### src/rtl/pipelined_segmented_adder.sv
// Segmented add/subtract: each SEG_WIDTH slice is summed in its own register stage, with the carry chained between stages.
// Latency: NSEG cycles from acceptance to out_valid; one beat per cycle.
// Backpressure: a single global enable (adv) freezes every stage while a result waits on out_ready; in_ready follows it.
module pipelined_segmented_adder #(
    parameter int WIDTH     = 32,
    parameter int SEG_WIDTH = 8
) (
    input  logic             clk,
    input  logic             rst,
    input  logic             in_valid,
    output logic             in_ready,
    input  logic [WIDTH-1:0] a,
    input  logic [WIDTH-1:0] b,
    input  logic             cin,
    input  logic             sub,
    output logic             out_valid,
    input  logic             out_ready,
    output logic [WIDTH-1:0] sum,
    output logic             cout,
    output logic             ovf
);

    localparam int NSEG = WIDTH / SEG_WIDTH;

    // Subtraction is performed as a + ~b + ~borrow_in.
    logic [WIDTH-1:0] b_eff;
    logic             c_eff;
    logic             adv;

    // Per-stage registers. Operands travel with each beat so that the
    // segment handled by a later stage meets the carry from the earlier one.
    logic             vld_r [NSEG];
    logic [WIDTH-1:0] a_r   [NSEG];
    logic [WIDTH-1:0] b_r   [NSEG];
    logic [WIDTH-1:0] res_r [NSEG];
    logic             cy_r  [NSEG];

    // Next-state values for each stage.
    logic             vld_in  [NSEG];
    logic [WIDTH-1:0] a_in    [NSEG];
    logic [WIDTH-1:0] b_in    [NSEG];
    logic [WIDTH-1:0] res_nxt [NSEG];
    logic             cy_nxt  [NSEG];

    logic [SEG_WIDTH:0] seg;
    logic               c_in;
    int                 p;

    assign b_eff    = sub ? ~b : b;
    assign c_eff    = sub ? ~cin : cin;
    assign adv      = !out_valid || out_ready;
    assign in_ready = adv;

    // Stage inputs come from the ports for stage 0 and from the previous
    // stage's registers otherwise; each stage then adds its own slice.
    always_comb begin
        vld_in  = '{default: 1'b0};
        a_in    = '{default: '0};
        b_in    = '{default: '0};
        res_nxt = '{default: '0};
        cy_nxt  = '{default: 1'b0};
        seg     = '0;
        c_in    = 1'b0;
        p       = 0;
        for (int k = 0; k < NSEG; k++) begin
            p = (k > 0) ? k - 1 : 0;
            if (k == 0) begin
                vld_in[k]  = in_valid;
                a_in[k]    = a;
                b_in[k]    = b_eff;
                c_in       = c_eff;
                res_nxt[k] = '0;
            end else begin
                vld_in[k]  = vld_r[p];
                a_in[k]    = a_r[p];
                b_in[k]    = b_r[p];
                c_in       = cy_r[p];
                res_nxt[k] = res_r[p];
            end
            seg = {1'b0, a_in[k][k*SEG_WIDTH +: SEG_WIDTH]}
                + {1'b0, b_in[k][k*SEG_WIDTH +: SEG_WIDTH]}
                + {{SEG_WIDTH{1'b0}}, c_in};
            res_nxt[k][k*SEG_WIDTH +: SEG_WIDTH] = seg[SEG_WIDTH-1:0];
            cy_nxt[k] = seg[SEG_WIDTH];
        end
    end

    // Whole pipe shifts together when adv is high, holds otherwise; reset flushes all beats.
    always_ff @(posedge clk) begin
        if (rst) begin
            for (int k = 0; k < NSEG; k++) begin
                vld_r[k] <= 1'b0;
                a_r[k]   <= '0;
                b_r[k]   <= '0;
                res_r[k] <= '0;
                cy_r[k]  <= 1'b0;
            end
        end else if (adv) begin
            for (int k = 0; k < NSEG; k++) begin
                vld_r[k] <= vld_in[k];
                a_r[k]   <= a_in[k];
                b_r[k]   <= b_in[k];
                res_r[k] <= res_nxt[k];
                cy_r[k]  <= cy_nxt[k];
            end
        end
    end

    // Last stage is the output register; overflow uses the operand sign bits carried with the beat.
    assign out_valid = vld_r[NSEG-1];
    assign sum       = res_r[NSEG-1];
    assign cout      = cy_r[NSEG-1];
    assign ovf       = (a_r[NSEG-1][WIDTH-1] == b_r[NSEG-1][WIDTH-1])
                    && (res_r[NSEG-1][WIDTH-1] != a_r[NSEG-1][WIDTH-1]);

endmodule
### config.mk
export PLATFORM = sky130hd
export DESIGN_NAME = pipelined_segmented_adder
export DESIGN_NICKNAME = d
export VERILOG_FILES = /design/src/rtl/pipelined_segmented_adder.sv
export SDC_FILE = /design/constraint.sdc
export NUM_CORES = 1
export LEC_CHECK = 0
export BUFFER_PORTS_ARGS = -buffer_cell sky130_fd_sc_hd__buf_2
export CAP_MARGIN = 15
export CELL_PAD_IN_SITES_DETAIL_PLACEMENT = 0
export CELL_PAD_IN_SITES_GLOBAL_PLACEMENT = 1
export CORE_MARGIN = 2
export CORE_UTILIZATION = 30
export CTS_BUF_LIST = sky130_fd_sc_hd__clkbuf_8
export DETAILED_ROUTE_END_ITERATION = 10
export GPL_ROUTABILITY_DRIVEN = 0
export PLACE_DENSITY_LB_ADDON = 0.1
export SKIP_CTS_REPAIR_TIMING = 1
export SYNTH_ARGS = -nofsm -noshare
export SYNTH_HDL_FRONTEND = slang
export SYNTH_SLANG_ARGS = --single-unit
### constraint.sdc
create_clock -name clk -period 9.1 [get_ports clk]
set_clock_uncertainty 0.05 [all_clocks]
set_input_delay 2.275 -clock clk [delete_from_list [all_inputs] [get_ports clk]]
set_output_delay 2.275 -clock clk [all_outputs]
set_load 0.02 [all_outputs]
==> summary.txt <==
Die
  – Die H: 172 microns
  – Die width: 172 microns
  – Initial Util: 30.4%
  – Die Area: 0.0295 sq mm
  – Num rows: 61
  – # IOs: 106
  – Core Region: 0.0278 sq mm

Synth
  – Synthesized instance count: 613
  – Flops & latches, synth: 186
  – Syn. warnings: 0
  – Top FF cell, synth: edfxtp_1
  – Post-synth top area share: 66.2%
  – Asr flop ratio synth: 0%
  – Area contributors post-synth: edfxtp_1, and2_1, ha_1
  – Syn_area_per_cell: 13.8 sq um
  – Largest area contributor in the netlist: edfxtp_1
  – Post-synth EDFFs: 186
  – Synthesized netlist net count: 719
  – Sequential share of the synthesized area: 66.2%
  – Mapped Area: 0.00844 sq mm
  – Netlist cell types: 38

Timing
  – Max Freq: 195 MHz
  – Fin. Hold Viols: 0
  – Final worst-path cycle share: 56.5%
  – Final worst slack: 3960 ps
  – Worst-margin pin slew: 1010 ps
  – Max-slew violations: 0
  – RSZ-0062 raised after global routing: false
  – Final setup fails: 0
  – Setup TNS Final: 0 ps
  – Worst slew margin: 32.8%
  – Fin crit period: 5140 ps

Placed design
  – Placement Setup Slack: 3960 ps
  – IO Port Bufs: 105
  – Post-DP HPWL: 9.83 mm

Routing
  – 1st-iter DRT viols: 262
  – Drt pass-1 iters: 4
  – DRC: 0
  – Routed WL per cell: 13.9 microns
  – Final ANT Viol Nets: 0
  – Via count: 4715
  – Vias/cell: 4.26
  – Detailed Route WL: 15.4 mm

Setup path
  – Slowest CP cell: nor2b_4
  – Crit-path cells: buf_2 -> nor2b_4 -> inv_1 -> buf_2
  – Worst r2r src: vld_r[3]$_DFFE_PP_
  – Crit end category: primary output
  – Maximum fanout along the worst path: 5
  – Crit-path max cell delay: 200 ps
  – Worst Setup SP: out_ready
  – Startpoint Class: input pin
  – Critical path class: input pin to primary output
  – Req. time, crit path: 6780 ps
  – CP arrival: 2820 ps
  – Crit path top cell by count: buf_2

Global routing
  – First-pass GRT wire length: 24.8 mm
  – Largest net degree at the start of global routing: 108
  – Antenna violations before repair: 0
  – Vias in the first global route: 4842
  – Gr ovfl total: 0
  – Total Routing Usage GR: 11.0%

Finish
  – Commonest non-fill, non-tap cell in the layout: edfxtp_1
  – # diodes: 0
  – Final nets: 822
  – Utilization after layout: 35.0%
  – Area Overhead vs Synth: 15.3%
  – FF+latch area: 0.00559 sq mm
  – Most frequent cells in the layout: edfxtp_1, and2_1, buf_2
  – Multi-input gate area: 0.00271 sq mm
  – Layout cells sized above 1: 19.4%
  – # fillers: 2774

CTS
  – TritonCTS buffer count: 17
  – Clock tree buffer depth: 2
  – Root Buffer: clkbuf_8
  – Clock slew seen by the registers of the worst setup and hold paths: 100 ps
  – H-tree levels: 4
  – Clk Latency, worst-skew pair: 440 ps
  – CTS tree: done
  – CTS sink count: 186

Pwr
  – Cell Pwr Density: 178 mW/mm^2
  – Clock power share: 29.8%
  – Sw power: 420 uW
  – Pint: 1310 uW
  – Sequential share of power: 59.5%
  – Fraction of power spent switching nets: 24.3%
  – Maximum VDD drop: 0.0712 mV
  – Combinational Power Share: 10.7%
  – LEAKAGE: 0.00408 uW

Hold path
  – Hold_sp: res_r[0][7]$_SDFFCE_PN0P_
  – Hold Crit Class: flip-flop to flip-flop

Run status
  – Outcome: finished, final reports clean

Run
  – Maxcap violations: 0
-- synth_stat cells (all sizes together), types with 6 or more instances --
master,instances
a211oi,11
a21o,7
a21oi,9
and2,132
clkbuf,20
edfxtp,186
fa,8
ha,28
inv,14
nand2,6
nand2b,7
nand3,8
nor2,48
nor2b,10
nor3,16
o21ai,22
or4,6
xnor2,27
xor2,10
-- through the flow --
step / cells / cell area [sq um] / hold slack (ps) / power, uW
global route: 1106 / 9740 / 482 / 1820
detailed placement: 1075 / 9380 / 451 / 1240
floorplan: 613 / 8440 / 447 / 1180
finish: 1106 / 9740 / 458 / 1730
global placement: 1075 / 9380 / 451 / 1240
CTS: 1106 / 9740 / 461 / 1760
-- power groups by stage --
stage	Combinational [uW]	Clock, uW	Sequential [uW]
after floorplan	120	0	1060
after global placement	186	0	1050
after detailed placement	188	0	1050
after CTS	189	543	1030
after global routing	212	573	1040
final	185	515	1030
-- sequential cells by signal (all words and copies together), names as in the netlist --
| register | count |
|---|---|
| vld_r | 4 |
| res_r | 80 |
| b_r | 49 |
| cy_r | 4 |
| a_r | 49 |
-- layout make-up --
class	count	area share, %
flip-flops and latches	186	57.4
multi-input cells	388	27.9
repair buffers	109	5.71
well taps	378	4.86
clock buffers	17	2.40
clock inverters	14	1.26
inverters	14	0.540
-- worst max-delay path, delay by kind of cell --
kind / cells / cell delay, ps
buffers and inverters: 3 / 340
and+or+nand+nor: 1 / 200
-- final timing paths --
kind | endpoint | slack (ps) | cells after the start
min | res_r[1][7]$_SDFFCE_PN0P_ | 460 | 1
max | in_ready | 3960 | 4
min reg2reg | res_r[1][7]$_SDFFCE_PN0P_ | 460 | 1
max reg2reg | cy_r[3]$_DFFE_PP_ | 6350 | 5
-- cells by family (layout without fill, tap and decap cells) --
family | Yosys count | after routing | share of synthesized area [%]
AND/OR/NAND/NOR | 243 | 243 | 16.4
flip-flops | 186 | 186 | 66.2
AO/OA/AOI/OAI | 72 | 72 | 5.65
buffers and inverters | 39 | 154 | 1.88
XOR/XNOR | 37 | 37 | 3.84
adder cells (fa/ha/maj) | 36 | 36 | 6.05
-- routing by layer --
layer	vias to the layer above	GRT usage (%)	wire length, microns	part of all wire (%)
met5	-	0	0	0
met4	0	3.18	112	0.73
met3	5	2.53	557	3.6
met2	88	17.4	7150	46
met1	2220	14.9	7600	49
li1	2402	-	-	-
Note: power is estimated with default switching activity, not from simulation.
